$ cat src/rtl/fifo_write_arbiter_pkg.sv
// Shared types and widths for the FIFO write-port arbiter.
package fifo_arb_pkg;

   localparam int BYTE_W = 8;
   localparam int CNT_W  = 16;

   typedef enum logic [1:0] {
      IDLE = 2'd0,
      TAG  = 2'd1,
      XFER = 2'd2
   } arb_state_t;

endpackage

$ cat src/rtl/fifo_write_arbiter_if.sv
// Source byte streams plus the FIFO write port, bundled for the arbiter.
interface fifo_write_arbiter_if
   import fifo_arb_pkg::*;
#(
   parameter int NUM_SRC = 4
);
   // Handshake: a source byte moves when src_valid[i] && src_ready[i] are both
   // high in the same cycle; src_last is only meaningful while src_valid is high.
   // The FIFO takes a byte on every cycle fifo_wr_en is high.
   logic [NUM_SRC-1:0]        src_valid;
   logic [NUM_SRC*BYTE_W-1:0] src_data;
   logic [NUM_SRC-1:0]        src_last;
   logic [NUM_SRC-1:0]        src_ready;
   logic                      fifo_full;
   logic                      fifo_wr_en;
   logic [BYTE_W-1:0]         fifo_wr_data;

   modport master (
      output src_valid, src_data, src_last, fifo_full,
      input  src_ready, fifo_wr_en, fifo_wr_data
   );

   modport slave (
      input  src_valid, src_data, src_last, fifo_full,
      output src_ready, fifo_wr_en, fifo_wr_data
   );

endinterface

$ cat src/rtl/fifo_write_arbiter_rr_priority_picker.sv
// Combinational round-robin search: first requester at or after ptr, wrapping.
module rr_priority_picker #(
   parameter  int NUM_SRC = 4,
   localparam int SEL_W   = $clog2(NUM_SRC)
) (
   input  logic [NUM_SRC-1:0] req,
   input  logic [SEL_W-1:0]   ptr,
   output logic               found,
   output logic [SEL_W-1:0]   winner
);

   always_comb begin
      logic [SEL_W-1:0] idx;
      found  = 1'b0;
      winner = '0;
      idx    = '0;
      for (int i = 0; i < NUM_SRC; i++) begin
         idx = SEL_W'((int'(ptr) + i) % NUM_SRC);
         if (!found && req[idx]) begin
            found  = 1'b1;
            winner = idx;
         end
      end
   end

endmodule

$ cat src/rtl/fifo_write_arbiter.sv
// Packet-granular round-robin arbiter for the byte FIFO write port.
// Define SRC_TAG_EN to prefix every packet with a one-byte source index header.
module fifo_write_arbiter
   import fifo_arb_pkg::*;
#(
   parameter  int NUM_SRC = 4,
   localparam int SEL_W   = $clog2(NUM_SRC)
) (
   input  logic              clk,
   input  logic              rst,
   fifo_write_arbiter_if.slave bus,
   output logic              busy,
   output logic [SEL_W-1:0]  cur_src,
   output logic [CNT_W-1:0]  pkt_count,
   output arb_state_t        dbg_state
);

   arb_state_t        state;
   logic [SEL_W-1:0]  rr_ptr;
   logic [SEL_W-1:0]  winner;
   logic [SEL_W-1:0]  next_ptr;
   logic              found;
   logic              sel_valid;
   logic              sel_last;
   logic [BYTE_W-1:0] sel_data;
   logic              pkt_done;

   rr_priority_picker #(.NUM_SRC(NUM_SRC)) picker (
      .req    (bus.src_valid),
      .ptr    (rr_ptr),
      .found  (found),
      .winner (winner)
   );

   assign sel_valid = bus.src_valid[cur_src];
   assign sel_last  = bus.src_last[cur_src];
   assign sel_data  = bus.src_data[{cur_src, 3'b000} +: BYTE_W];
   assign next_ptr  = (cur_src == SEL_W'(NUM_SRC - 1)) ? '0 : cur_src + 1'b1;
   assign pkt_done  = (state == XFER) && sel_valid && sel_last && !bus.fifo_full;

   assign busy      = (state != IDLE);
   assign dbg_state = state;

   // Bytes pass straight through in the cycle they are accepted.
   always_comb begin
      bus.src_ready    = '0;
      bus.fifo_wr_en   = 1'b0;
      bus.fifo_wr_data = '0;
      case (state)
`ifdef SRC_TAG_EN
         TAG: begin
            bus.fifo_wr_en   = !bus.fifo_full;
            bus.fifo_wr_data = bus.fifo_full ? '0 : BYTE_W'(cur_src);
         end
`endif
         XFER: begin
            bus.src_ready[cur_src] = !bus.fifo_full;
            bus.fifo_wr_en         = sel_valid && !bus.fifo_full;
            bus.fifo_wr_data       = (sel_valid && !bus.fifo_full) ? sel_data : '0;
         end
         default: ;
      endcase
   end

   always_ff @(posedge clk or posedge rst) begin
      if (rst) begin
         state     <= IDLE;
         cur_src   <= '0;
         rr_ptr    <= '0;
         pkt_count <= '0;
      end else begin
         case (state)
            IDLE: begin
               if (found) begin
                  cur_src <= winner;
`ifdef SRC_TAG_EN
                  state   <= TAG;
`else
                  state   <= XFER;
`endif
               end
            end
`ifdef SRC_TAG_EN
            TAG: begin
               if (!bus.fifo_full) state <= XFER;
            end
`endif
            XFER: begin
               // Grant is held through valid gaps until the last byte is taken.
               if (pkt_done) begin
                  rr_ptr    <= next_ptr;
                  pkt_count <= pkt_count + 1'b1;
                  state     <= IDLE;
               end
            end
            default: state <= IDLE;
         endcase
      end
   end

endmodule

$ cat src/flat_wrapper.sv
// flat-port wrapper written by rule: the top's interface ports become plain ports
module fifo_write_arbiter_flat import fifo_arb_pkg::*;
#(
   parameter  int NUM_SRC = 4,
   localparam int SEL_W   = $clog2(NUM_SRC)
)
  (clk, rst, busy, cur_src, pkt_count, dbg_state, bus_src_valid, bus_src_data, bus_src_last, bus_fifo_full, bus_src_ready, bus_fifo_wr_en, bus_fifo_wr_data);
  fifo_write_arbiter_if #(.NUM_SRC(NUM_SRC)) bus_i ();
  input  logic clk;
  input  logic rst;
  output logic busy;
  output logic [SEL_W-1:0] cur_src;
  output logic [CNT_W-1:0] pkt_count;
  output arb_state_t dbg_state;
  input wire logic [$bits(bus_i.src_valid)-1:0] bus_src_valid;
  input wire logic [$bits(bus_i.src_data)-1:0] bus_src_data;
  input wire logic [$bits(bus_i.src_last)-1:0] bus_src_last;
  input wire logic [$bits(bus_i.fifo_full)-1:0] bus_fifo_full;
  output wire logic [$bits(bus_i.src_ready)-1:0] bus_src_ready;
  output wire logic [$bits(bus_i.fifo_wr_en)-1:0] bus_fifo_wr_en;
  output wire logic [$bits(bus_i.fifo_wr_data)-1:0] bus_fifo_wr_data;
  assign bus_i.src_valid = bus_src_valid;
  assign bus_i.src_data = bus_src_data;
  assign bus_i.src_last = bus_src_last;
  assign bus_i.fifo_full = bus_fifo_full;
  assign bus_src_ready = bus_i.src_ready;
  assign bus_fifo_wr_en = bus_i.fifo_wr_en;
  assign bus_fifo_wr_data = bus_i.fifo_wr_data;
  fifo_write_arbiter #(.NUM_SRC(NUM_SRC)) u_core (.clk(clk), .rst(rst), .bus(bus_i), .busy(busy), .cur_src(cur_src), .pkt_count(pkt_count), .dbg_state(dbg_state));
endmodule
$ cat config.mk
export PLATFORM = sky130hd
export DESIGN_NAME = fifo_write_arbiter_flat
export DESIGN_NICKNAME = d
export VERILOG_FILES = /design/src/rtl/fifo_write_arbiter_pkg.sv /design/src/rtl/fifo_write_arbiter_if.sv /design/src/rtl/fifo_write_arbiter_rr_priority_picker.sv /design/src/rtl/fifo_write_arbiter.sv /design/src/flat_wrapper.sv
export SDC_FILE = /design/constraint.sdc
export NUM_CORES = 1
export LEC_CHECK = 0
export ABC_CLOCK_PERIOD_IN_PS = 5020
export BUFFER_PORTS_ARGS = -buffer_cell sky130_fd_sc_hd__buf_2
export CORE_UTILIZATION = 35
export DETAILED_ROUTE_END_ITERATION = 6
export MAX_ROUTING_LAYER = met4
export SLEW_MARGIN = 20
export SYNTH_ARGS = -nofsm -noshare
export SYNTH_HDL_FRONTEND = slang
export SYNTH_SLANG_ARGS = --single-unit
$ cat constraint.sdc
create_clock -name clk -period 5.02 [get_ports clk]
set_input_delay 0.502 -clock clk [delete_from_list [all_inputs] [get_ports clk]]
set_output_delay 0.502 -clock clk [all_outputs]
set_load 0.02 [all_outputs]
# Yosys cells after proc, flatten, opt, wreduce, memory -nomap -nowiden
# Cells that the tools add are included.
# Widths: inputs -> output; s select.
# word_totals
wordCells,68
inputBits,43
reg_bits,22
out_inout_bits,34
# op_classes
n_eq_ne,4
order_cmp,6
n_reduce_logical,17
add_sub_neg,5
n_bitwise,1
n_shift,1
n_mux,30
# ops
cell,count
$shiftx 32x6->8,1
$add 16x1->16 const B,1
$mux 8,2
$lt 2x3->1 const B,5
$mux 2,7
$bmux 1 s2,6
$mux 1,12
$logic_and 1x1->1,8
$reduce_and 2->1,3
$add 2x1->2 const B,2
$add 2x2->2 const B,2
$and 4x4->4,1
$eq 2x2->1 const B,2
$logic_not 1->1,4
$mux 4,1
$ne 2x1->1 const B,2
$pmux 2 s2,1
$demux 1 s2,1
$ge 2x1->1 const B,1
$logic_not 2->1,1
$reduce_bool 2->1,1

# Depth between registers and ports, before layout
# Gate-level depths: netlist of the first run.
# logic_depth
ltp_word,14
mapped_depth,7
ltp_nobuf,5

# Hierarchy
# Synthesis of the first run repeated with hierarchy kept, for this count alone.
# hier_totals
cells_unflattened,140
hier_area_um2,1428.9
# modules_own_cells
module,n_inst,seq_area_each_um2,area_per_inst_um2,cells_each
fifo_write_arbiter,1,525.5,1351.3,125
rr_priority_picker,1,0.0,77.6,15

# Least setup slack after synthesis of the first run
# No wires, ideal clock.
# synth_timing
path_type,reg2out
startpoint,register u_core.cur_src[0]
endpoint,output bus_fifo_wr_data[6]
t_arrival_ps,1804
n_path_buf,1
t_required_ps,4518
slack_ps,2714
stages_incl_launch_ff,4
path_cell_list,dfrtp_1 buf_1 mux4_2 and2b_1
# synth_between
elab_chain_len,5
word_cells_on_any_way,6
classes_between,shift (1); mux (4); reduce/logical (1)
# synth_rtl
item,line,rtl
start: declaration,fifo_write_arbiter.sv:13,"output logic [SEL_W-1:0] cur_src,"
start signal: assignment,fifo_write_arbiter.sv:75,cur_src <= winner;
"parallel branches: the longest is 3 deep, another holds $shiftx 32x6->8",--,
$mux 8 *,fifo_write_arbiter.sv:59,bus.fifo_wr_data = (sel_valid && !bus.fifo_full) ? sel_data : '0;
$mux 8 *,fifo_write_arbiter.sv:49,case (state)
end: declaration,flat_wrapper.sv:21,output wire logic [$bits(bus_i.fifo_wr_data)-1:0] bus_fifo_wr_data;
# Every way passes the cells marked *. The select of a mux whose other input is x is not followed.

# Final worst setup path of the first run
# layout_timing
startpoint,register u_core.cur_src[1]
endpoint,output bus_fifo_wr_data[6]
# Same word-level chain as after synthesis.

==> metrics.csv, run 1 <==
stage;metric;value;unit
timing;fmax;366.6;MHz
floorplan;fp.dieArea;4382;µm²
grt;grt_use_met1;0.1857;
synth;synth_area;1443;µm²
timing;clock_skew;5.974;ps
place;placed_area;1843;µm²
setup_path;cp.required;4520;ps
clocking;cts_buffers;3;
synth;async_flop_share;1.000;
clocking;ctsResizeCount;0;
drt;first_pass_iters;4;
timing;fin_setup_tns;0;ps
grt;gr-usage-met2;0.2921;
finish;syn_to_final_growth;30.88;%
drt;wirelength;3377;µm
setup_path;rr_endpoint;u_core.pkt_count[15]$_DFFE_PP0P_;
synth;syn-num-nets;187;
clocking;cts_tree;yes;
setup_path;critPathLaunchType;flip-flop;
clocking;cts.sinks;21;
grt;grtUsageMet3;0.04828;
synth;synth.avg_cell_area;10.38;µm²
hold_path;hp-class;input port to async pin;
setup_path;ff2ff_setup_slack;2460;ps
setup_path;slowest_delay;760;ps
job;max-cap-violations;0;
synth;synthDistinctLibCells;36;
grt;antenna_found_initial;0;
clocking;postCtsSetupBuffers;0;
setup_path;rr_worst_depth;4;
timing;hold_viol;0;
setup_path;critPathMaxFanout;17;
floorplan;core_area;3799;µm²
grt;gr-total-overflow;0;
timing;max_slew_margin;0.3930;
timing;period_minus_slack;2728;ps
timing;final.period_utilization;0.5434;
synth;synth_flop_cell;dfrtp_1;
setup_path;worst_setup_path_end_kind;output pin;
setup_path;worstReg2RegStart;u_core.cur_src[0]$_DFFE_PP0P_;
synth;ys_seq_elements;21;
grt;grt_max_degree;22;
power;cellLeakagePower;0.0009756;µW
floorplan;initial_utilization;0.3798;
clocking;clock_latency;260;ps
floorplan;core.rowCount;22;
drt;vias_per_cell;4.969;
timing;slew_viol_final;0;
synth;synth-edff-count;0;
timing;rsz0062_at_grt;false;
outcome;outcome;completed;
floorplan;io_pins;77;
clocking;clk_pin_slew;80;ps
power;vdd_drop_max;0.2052;mV
grt;grt_first_pass_wirelength;5382;µm
grt;grt_busiest_layer;met2;
synth;synth_area_leaders;dfrtp_1, mux4_2, xnor2_1, ha_1, xor2_1;
finish;stdcell_area;1888;µm²
synth;yosys.area.top_type;dfrtp_1;
drt;wire_per_inst;13.04;µm
drt;via_count;1287;
timing;worstMarginPinSlew;910.5;ps
power;power_density;419.2;nW/µm²
grt;grt_pass1_vias;1189;
setup_path;critical_path_arrival;2230;ps
clocking;hold_buffers;0;
clocking;cts-root-buf;clkbuf_8;
synth;yosysWarnings;0;
synth;yosys.area.top_type_share;0.3643;
clocking;cts.path.max_buffers;2;
synth;yosysSeqAreaShare;0.3643;
place;gp_congestion;0.7919;
setup_path;crit_type;flip-flop to output pin;
place;hpwl;2613;µm
synth;netlist_instances;139;
drt;drt-initial-drc-count;28;
finish;diodes;0;
finish;final_nets;260;
place;port_buffers;75;
drt;drcViolationCount;0;
floorplan;die_w;66.20;µm
floorplan;die_h;66.20;µm
grt;grt.total_usage;0.1654;
timing;finalSetupViolations;0;
finish;drive_gt1_frac;0.4408;
drt;drtAntennaViolNets;0;
setup_path;cpMaxStageDelayCell;dfrtp_1;
setup_path;worstPathCellList;mux2_2, a2bb2oi_2, and2b_1, buf_2;
clocking;htree_levels;1;
[flip-flops by register name, indices dropped and copies added, names as in the netlist]
signal,count
u_core.rr_ptr,2
u_core.cur_src,2
u_core.dbg_state,1
u_core.pkt_count,16
[power by group]
part,internal (µW),leakage [µW],switching [µW],total [µW]
sequential,204,0.000270,87.7,291
clock,56.5,0.0000228,53.3,110
combinational,192,0.000683,199,390
total,452,0.000976,340,792
[area by class of cell]
cell class                 count  area (µm²)
fill                         371        1911
multi-input combinational    103       852.1
sequential                    21       525.5
timing repair buffer          75       375.4
tap                           48       60.06
clock buffer                   4       45.04
inverter                       8       30.03
[metrics by stage]
step                      setup WS, ps  std cells  total power [µW]  hold WS (ps)    util
after floorplan                   2714        139             572.1         478.5       -
after global placement            2521        255             689.8         456.0  0.4852
after detailed placement          2441        255             690.4         468.0  0.4852
after CTS                         2269        259             801.6         413.9  0.4970
after global routing              2127        259             855.2         443.6  0.4970
final                             2292        259             791.5         376.2  0.4970
[critical path: cells and delay by family, from the launching register on]
kind                   cells  cell delay [ps]
flip-flops                 1              760
multiplexers               1              430
AO/OA/AOI/OAI              1              390
AND/OR/NAND/NOR            1              230
buffers and inverters      1              150
[cell usage in the layout, fill, tap and decap left out, types with 5 or more instances in the layout]
cell / Yosys / layout
ha_1: 5 / 5
buf_2: 1 / 75
inv_1: 8 / 8
nor2_1: 10 / 10
nor2b_1: 7 / 7
xnor2_1: 8 / 8
and2_1: 5 / 5
mux4_2: 8 / 8
nand2_1: 10 / 10
o21ai_0: 6 / 6
dfrtp_1: 21 / 21
xor2_1: 6 / 6
nand4_1: 7 / 7
[cells in the mapped netlist, types with 2 or more instances]
library cell,n
nand3_1,4
nor2_1,10
xor2_1,6
inv_1,8
nand2_1,10
nor2b_1,7
mux2_2,2
dfrtp_1,21
mux4_2,8
ha_1,5
xnor2_1,8
and2_1,5
o21ai_0,6
and3_1,2
buf_4,2
nand4_1,7
mux2i_1,4
clkbuf_1,3
a21oi_1,3
nor3b_1,2
[per-layer routing]
layer  part of all wire  up-vias
met3              0.098        2
met4             0.0041        0
met2               0.45       56
met5                  0        -
li1                   -      628
met1               0.44      601
[kinds of logic (layout without fill, tap and decap cells)]
| kind of cell | after synthesis | count (layout) | synth area share |
|---|---|---|---|
| compound gates | 15 | 15 | 0.07719 |
| xor+xnor | 15 | 15 | 0.09628 |
| fa+ha+maj | 5 | 5 | 0.04337 |
| buf+inv | 15 | 87 | 0.04509 |
| flops | 21 | 21 | 0.3643 |
| mux | 14 | 14 | 0.1683 |
| other cells | 1 | 1 | 0.002599 |
| simple gates | 53 | 53 | 0.2030 |
[worst max-delay path by stage]
stage	slack [ps]	startpoint	to	cells after the start
final	2290	u_core.cur_src[1]$_DFFE_PP0P_	bus_fifo_wr_data[6]	4
after global routing	2130	u_core.cur_src[1]$_DFFE_PP0P_	bus_fifo_wr_data[6]	4
after CTS	2270	u_core.cur_src[1]$_DFFE_PP0P_	bus_fifo_wr_data[6]	4
after detailed placement	2440	u_core.cur_src[0]$_DFFE_PP0P_	u_core.pkt_count[15]$_DFFE_PP0P_	4
after global placement	2520	u_core.cur_src[0]$_DFFE_PP0P_	u_core.pkt_count[15]$_DFFE_PP0P_	4
after floorplan	2710	u_core.cur_src[0]$_DFFE_PP0P_	bus_fifo_wr_data[6]	3
(Power assumes the default switching activity.)
==> inputs of run 2 (changes only) <==
--- a/config.mk
+++ b/config.mk
@@ -5,11 +5,12 @@
 export SDC_FILE = /design/constraint.sdc
 export NUM_CORES = 1
 export LEC_CHECK = 0
-export ABC_CLOCK_PERIOD_IN_PS = 5020
+export ABC_CLOCK_PERIOD_IN_PS = 2200
 export BUFFER_PORTS_ARGS = -buffer_cell sky130_fd_sc_hd__buf_2
 export CORE_UTILIZATION = 35
 export DETAILED_ROUTE_END_ITERATION = 6
 export MAX_ROUTING_LAYER = met4
+export PLACE_DENSITY = 0.67
 export SLEW_MARGIN = 20
 export SYNTH_ARGS = -nofsm -noshare
 export SYNTH_HDL_FRONTEND = slang
==> constraint.sdc (replaced) <==
create_clock -name clk -period 2.2 [get_ports clk]
set_input_delay 0.22 -clock clk [delete_from_list [all_inputs] [get_ports clk]]
set_output_delay 0.22 -clock clk [all_outputs]
set_load 0.02 [all_outputs]
==> run 2 against run 1 <==
  * Die area did not move
  * Sequential share of layout area fell by 0.50 points
  * Total power rose by 130%
  * Clock skew fell by 1.8 ps
  * Global-route usage barely moved
  * First-iteration DRC count rose by 21%
  * Utilization rose by 1.0 points
  * Clock power rose by 130%
  * Wire length rose by 4.5%
  * Register-to-register slack got worse by 2200 ps
  * Worst hold slack got worse by 270 ps
==> metrics.csv, run 2 (same netlist as run 1, synthesis figures left out) <==
stage;metric;value;unit
clocking;postCtsSetupBuffers;0;
power;power_density;961.3;nW/µm²
clocking;cts-root-buf;clkbuf_8;
timing;hold_viol;0;
power;vdd_drop_max;0.4644;mV
drt;via_count;1329;
timing;max_slew_margin;0.4669;
finish;top_register;u_core.pkt_count;
clocking;clk_pin_slew;70;ps
setup_path;cp.required;1980;ps
timing;holdWs;102.9;ps
clocking;cts.path.max_buffers;2;
grt;gr-total-overflow;0;
place;place_ws;288.2;ps
grt;grt_max_degree;22;
place;port_buffers;75;
timing;clock_skew;4.179;ps
finish;diodes;0;
floorplan;die_h;66.20;µm
hold_path;hp-class;input port to async pin;
drt;drt-initial-drc-count;34;
setup_path;cp_num_buf_inv;2;
finish;mostFrequentLayoutCells;buf_2, dfrtp_1, nand2_1, nor2_1;
setup_path;rr_worst_depth;5;
drt;vias_per_cell;5.034;
grt;grt_first_pass_wirelength;5492;µm
timing;period_minus_slack;2012;ps
floorplan;io_pins;77;
power;cellLeakagePower;0.0009983;µW
grt;grt.total_usage;0.1657;
clocking;htree_levels;1;
clocking;cts_tree;yes;
finish;syn_to_final_growth;33.56;%
finish;final_nets;265;
place;gp_congestion;0.8521;
timing;fmax;497.1;MHz
floorplan;die_w;66.20;µm
timing;rsz0062_at_grt;false;
drt;drcViolationCount;0;
floorplan;core.rowCount;22;
floorplan;core_area;3799;µm²
drt;wire_per_inst;13.37;µm
grt;grt_pass1_vias;1240;
setup_path;worst_setup_path_end_kind;output pin;
place;hpwl;2828;µm
setup_path;worstPathCellList;mux2_2, a2bb2oi_2, buf_4, and2b_1, buf_2;
setup_path;cp_num_cells;5;
timing;worstMarginPinSlew;798.7;ps
drt;first_pass_iters;4;
finish;mostFrequentLayoutCell;buf_2;
setup_path;cp_top_family;flip-flops;
setup_path;rr_endpoint;u_core.pkt_count[11]$_DFFE_PP0P_;
setup_path;startpoint;u_core.cur_src[1]$_DFFE_PP0P_;
setup_path;slowest_delay;480;ps
setup_path;critPathLaunchType;flip-flop;
setup_path;critPathMaxFanout;10;
finish;stdcell_area;1927;µm²
clocking;cts_buffers;3;
timing;slew_viol_final;0;
floorplan;initial_utilization;0.3798;
timing;final.period_utilization;0.9144;
timing;finalSetupViolations;0;
power;p_total;1852;µW
setup_path;ff2ff_setup_slack;290;ps
drt;drtAntennaViolNets;0;
setup_path;crit_type;flip-flop to output pin;
outcome;outcome;completed;
setup_path;cpMaxStageDelayCell;dfrtp_2;
place;placed_area;1881;µm²
timing;fin_setup_tns;0;ps
clocking;cts.sinks;21;
setup_path;worstReg2RegStart;u_core.dbg_state[1]$_DFFE_PP0P_;
finish;drive_gt1_frac;0.4583;
setup_path;critical_path_arrival;1790;ps
finish;reg.largest.list;u_core.pkt_count (16), u_core.cur_src (2), u_core.rr_ptr (2);
finish;largest_reg_flops;16;
grt;antenna_found_initial;0;
drt;wirelength;3529;µm
timing;fin_ws;188.3;ps
job;max-cap-violations;0;
floorplan;fp.dieArea;4382;µm²
clocking;clock_latency;260;ps
## run 2: worst max-delay path by stage
| stage | end | slack, ps |
|---|---|---|
| 2_1_floorplan | u_core.pkt_count[11]$_DFFE_PP0P_ | 110 |
| 3_3_place_gp | u_core.pkt_count[11]$_DFFE_PP0P_ | 340 |
| 3_5_place_dp | u_core.pkt_count[11]$_DFFE_PP0P_ | 290 |
| 4_1_cts | bus_fifo_wr_data[6] | 70 |
| 5_1_grt | bus_fifo_wr_data[6] | 80 |
| 6_report | bus_fifo_wr_data[6] | 190 |
## run 2: layout make-up
cell class	instances	area, µm²
Sequential cell	21	526.8
Clock buffer	4	45.04
Fill cell	370	1872
Inverter	8	30.03
Tap cell	48	60.06
Multi-Input combinational cell	103	852.1
Timing Repair Buffer	80	412.9
## run 2: timing repair
action	in CTS	in global routing
hold buffers	0	0
resized for setup	0	1
endpoints found under the setup margin	0	1
## run 2: metrics by stage
| stage | utilization | std cells |
|---|---|---|
| 6_report | 0.5072 | 264 |
| 5_1_grt | 0.5072 | 264 |
| 4_1_cts | 0.5069 | 264 |
| 3_5_place_dp | 0.4951 | 260 |
| 3_3_place_gp | 0.4951 | 260 |
| 2_1_floorplan | - | 139 |
## run 2: routing by layer
metal / vias up / GRT usage / wire, µm
li1: 642 / - / -
met3: 2 / 0.02931 / 337
met5: - / - / 0
met4: 0 / 0.03191 / 22
met1: 617 / 0.1938 / 1565
met2: 68 / 0.2972 / 1603
## run 2: power by group
part	internal, µW	total (µW)	switching [µW]
logic	470	1010	540
registers	469	592	124
clock network	129	250	121
total	1070	1850	784
==> inputs of run 3 (changes only) <==
--- a/config.mk
+++ b/config.mk
@@ -5,12 +5,12 @@
 export SDC_FILE = /design/constraint.sdc
 export NUM_CORES = 1
 export LEC_CHECK = 0
-export ABC_CLOCK_PERIOD_IN_PS = 2200
+export ABC_AREA = 1
 export BUFFER_PORTS_ARGS = -buffer_cell sky130_fd_sc_hd__buf_2
 export CORE_UTILIZATION = 35
 export DETAILED_ROUTE_END_ITERATION = 6
 export MAX_ROUTING_LAYER = met4
-export PLACE_DENSITY = 0.67
+export REMOVE_ABC_BUFFERS = 1
 export SLEW_MARGIN = 20
 export SYNTH_ARGS = -nofsm -noshare
 export SYNTH_HDL_FRONTEND = slang
==> run 3 against run 2 <==
  * Clock-buffer cell count down 1
  * Register-to-register slack better by 170 ps
  * Wire length up 30%
  * Synthesized cell count up 100%
  * Fmax up 4.4%
  * Worst hold slack better by 10 ps
  * Largest cell class unchanged
  * Clock power about the same
==> metrics.csv, run 3 <==
stage;metric;value;unit
outcome;outcome;completed;
finish;top_register;u_core.pkt_count;
setup_path;crit_type;flip-flop to output pin;
synth;yosys.area.top_type_share;0.2783;
grt;gr-total-overflow;0;
finish;mostFrequentLayoutCell;buf_2;
finish;seq_area;525.5;µm²
grt;gr-usage-met2;0.3224;
synth;yosysSeqAreaShare;0.2783;
floorplan;core_area;5140;µm²
drt;drtAntennaViolNets;0;
finish;largest_reg_flops;16;
place;placed_area;2281;µm²
setup_path;critical_path_arrival;1710;ps
synth;async_flop_share;1.000;
timing;slew_viol_final;0;
synth;synth_area;1888;µm²
timing;max_slew_margin;0.4493;
grt;grt_use_met1;0.2330;
clocking;htree_levels;1;
setup_path;worst_setup_path_end_kind;output pin;
grt;grt_first_pass_wirelength;7928;µm
floorplan;die_w;75.45;µm
drt;first_pass_iters;4;
timing;finalSetupViolations;0;
finish;mostFrequentLayoutCells;buf_2, nand2_1, nor2_1;
power;vdd_drop_max;0.5656;mV
drt;wire_per_inst;10.78;µm
finish;diodes;0;
power;intPower;1225;µW
job;max-cap-violations;0;
drt;wirelength;4581;µm
timing;clock_skew;2.275;ps
drt;drt-initial-drc-count;106;
finish;multi_input_area;1152;µm²
timing;worstMarginPinSlew;825.2;ps
clocking;clk_pin_slew;80;ps
floorplan;die_h;75.45;µm
hold_path;hp-class;input port to async pin;
synth;synthDistinctLibCells;32;
grt;grt.total_usage;0.1833;
power;pwr-share-comb;0.656;
clocking;cts_tree;yes;
drt;drcViolationCount;0;
synth;netlist_instances;284;
power;cellLeakagePower;0.001264;µW
setup_path;worstReg2RegStart;u_core.cur_src[0]$_DFFE_PP0P_;
power;power_density;1135;nW/µm²
synth;synth.avg_cell_area;6.648;µm²
finish;final_nets;404;
clocking;ctsResizeCount;0;
power;sw_frac_of_total;0.5364;
floorplan;io_pins;77;
timing;rsz0062_at_grt;false;
power;p_switching;1417;µW
timing;period_minus_slack;1927;ps
grt;grt_busiest_layer;met2;
clocking;postCtsSetupBuffers;0;
synth;yosys.area.top_type;dfrtp_1;
finish;n_fill_cell;576;
clocking;cts_buffers;3;
clocking;cts.sinks;21;
clocking;cts.path.max_buffers;2;
finish;syn_to_final_growth;23.26;%
grt;grtUsageMet3;0.02646;
power;p_seq_frac;0.249;
timing;fin_setup_tns;0;ps
place;gp_congestion;0.9490;
floorplan;core.rowCount;26;
place;hpwl;3639;µm
synth;yosys-top-cells-count;nand2_1, nor2_1, inv_1;
finish;stdcell_area;2327;µm²
drt;vias_per_cell;4.591;
setup_path;critPathMaxFanout;8;
synth;synth_flop_cell;dfrtp_1;
finish;reg.largest.list;u_core.pkt_count (16), u_core.cur_src (2), u_core.rr_ptr (2);
floorplan;initial_utilization;0.3673;
grt;grt_pass1_vias;1815;
grt;antenna_found_initial;0;
synth;ys_seq_elements;21;
drt;via_count;1951;
setup_path;cp.required;1980;ps
floorplan;fp.dieArea;5692;µm²
power;clock_power_share;0.095;
timing;final.period_utilization;0.8757;
timing;hold_viol;0;
clocking;clock_latency;260;ps
finish;drive_gt1_frac;0.3211;
synth;synth-edff-count;0;
synth;synth_area_leaders;dfrtp_1, nand2_1, nor2_1, o21ai_0, inv_1;
synth;post-synth-top-count-cell;nand2_1;
setup_path;rr_worst_depth;10;
setup_path;critPathLaunchType;flip-flop;
place;port_buffers;75;
synth;yosysWarnings;0;
setup_path;rr_endpoint;u_core.pkt_count[7]$_DFFE_PP0P_;
setup_path;ff2ff_setup_slack;460;ps
clocking;hold_buffers;0;
clocking;cts-root-buf;clkbuf_8;
timing;fmax;519.0;MHz
grt;grt_max_degree;25;
## run 3: cell types whose count changed after synthesis, sizes merged, moves of 8 or more
cell   before  now
nor2       10   52
inv         8   28
mux4        8    0
nand3       4   15
o21ai       6   34
nand2      10   82
## run 3: how the worst max path moves through the flow
stage	slack, ps	cells past startpoint	end	from
after detailed placement	470	9	u_core.rr_ptr[0]$_DFFE_PP0P_	u_core.cur_src[0]$_DFFE_PP0P_
after global routing	140	5	bus_fifo_wr_data[4]	u_core.cur_src[0]$_DFFE_PP0P_
final	270	6	bus_fifo_wr_data[6]	u_core.cur_src[0]$_DFFE_PP0P_
after global placement	430	9	u_core.rr_ptr[0]$_DFFE_PP0P_	u_core.cur_src[0]$_DFFE_PP0P_
after CTS	260	6	bus_fifo_wr_data[6]	u_core.cur_src[0]$_DFFE_PP0P_
after floorplan	90	7	u_core.pkt_count[7]$_DFFE_PP0P_	u_core.cur_src[0]$_DFFE_PP0P_
## run 3: final cells by class
class | instances | share of cell area
Inverter | 28 | 0.04731
Timing Repair Buffer | 79 | 0.1742
Clock inverter | 1 | 0.002151
Clock buffer | 3 | 0.01774
Sequential cell | 21 | 0.2258
Tap cell | 70 | 0.03763
Multi-Input combinational cell | 223 | 0.4952
## run 3: logic make-up after synthesis
family | share of synthesized area
AOI/OAI and AO/OA | 0.1498
xor gates and xnor gates | 0.05567
adders and majority gates | 0.03313
buffers and inverters | 0.1113
DFF | 0.2783
other | 0.001986
and+or+nand+nor | 0.3698
## run 3: through the flow
step | util | cells | total power [µW] | worst slack, ps | hold slack, ps
6_report | 0.4528 | 425 | 2642 | 273.4 | 113.2
5_1_grt | 0.4528 | 425 | 2921 | 142.8 | 204.7
4_1_cts | 0.4528 | 425 | 2673 | 256.0 | 145.7
3_5_place_dp | 0.4438 | 421 | 2404 | 465.6 | 431.5
3_3_place_gp | 0.4438 | 421 | 2403 | 429.1 | 417.9
2_1_floorplan | - | 272 | 1909 | 94.45 | 196.5
## run 3: critical path: stages, from the launching register on
cell	delay (ps)
dfrtp_1	460
nand2_1	100
o211ai_1	110
nand2_1	90
nand3_1	260
a21oi_1	240
buf_2	190
## run 3: per-layer routing
metal	routed length, µm	vias to the layer above	share of wire
met5	0	-	0
met4	9	0	0.0020
met3	143	2	0.031
met2	2244	38	0.49
met1	2183	867	0.48
li1	-	1044	-
## run 3: power groups by stage
stage	clock, µW	sequential [µW]	combinational (µW)
after floorplan	0	816	1090
after global routing	283	684	1950
after CTS	267	657	1750
after detailed placement	0	662	1740
after global placement	0	668	1740
final	251	658	1730
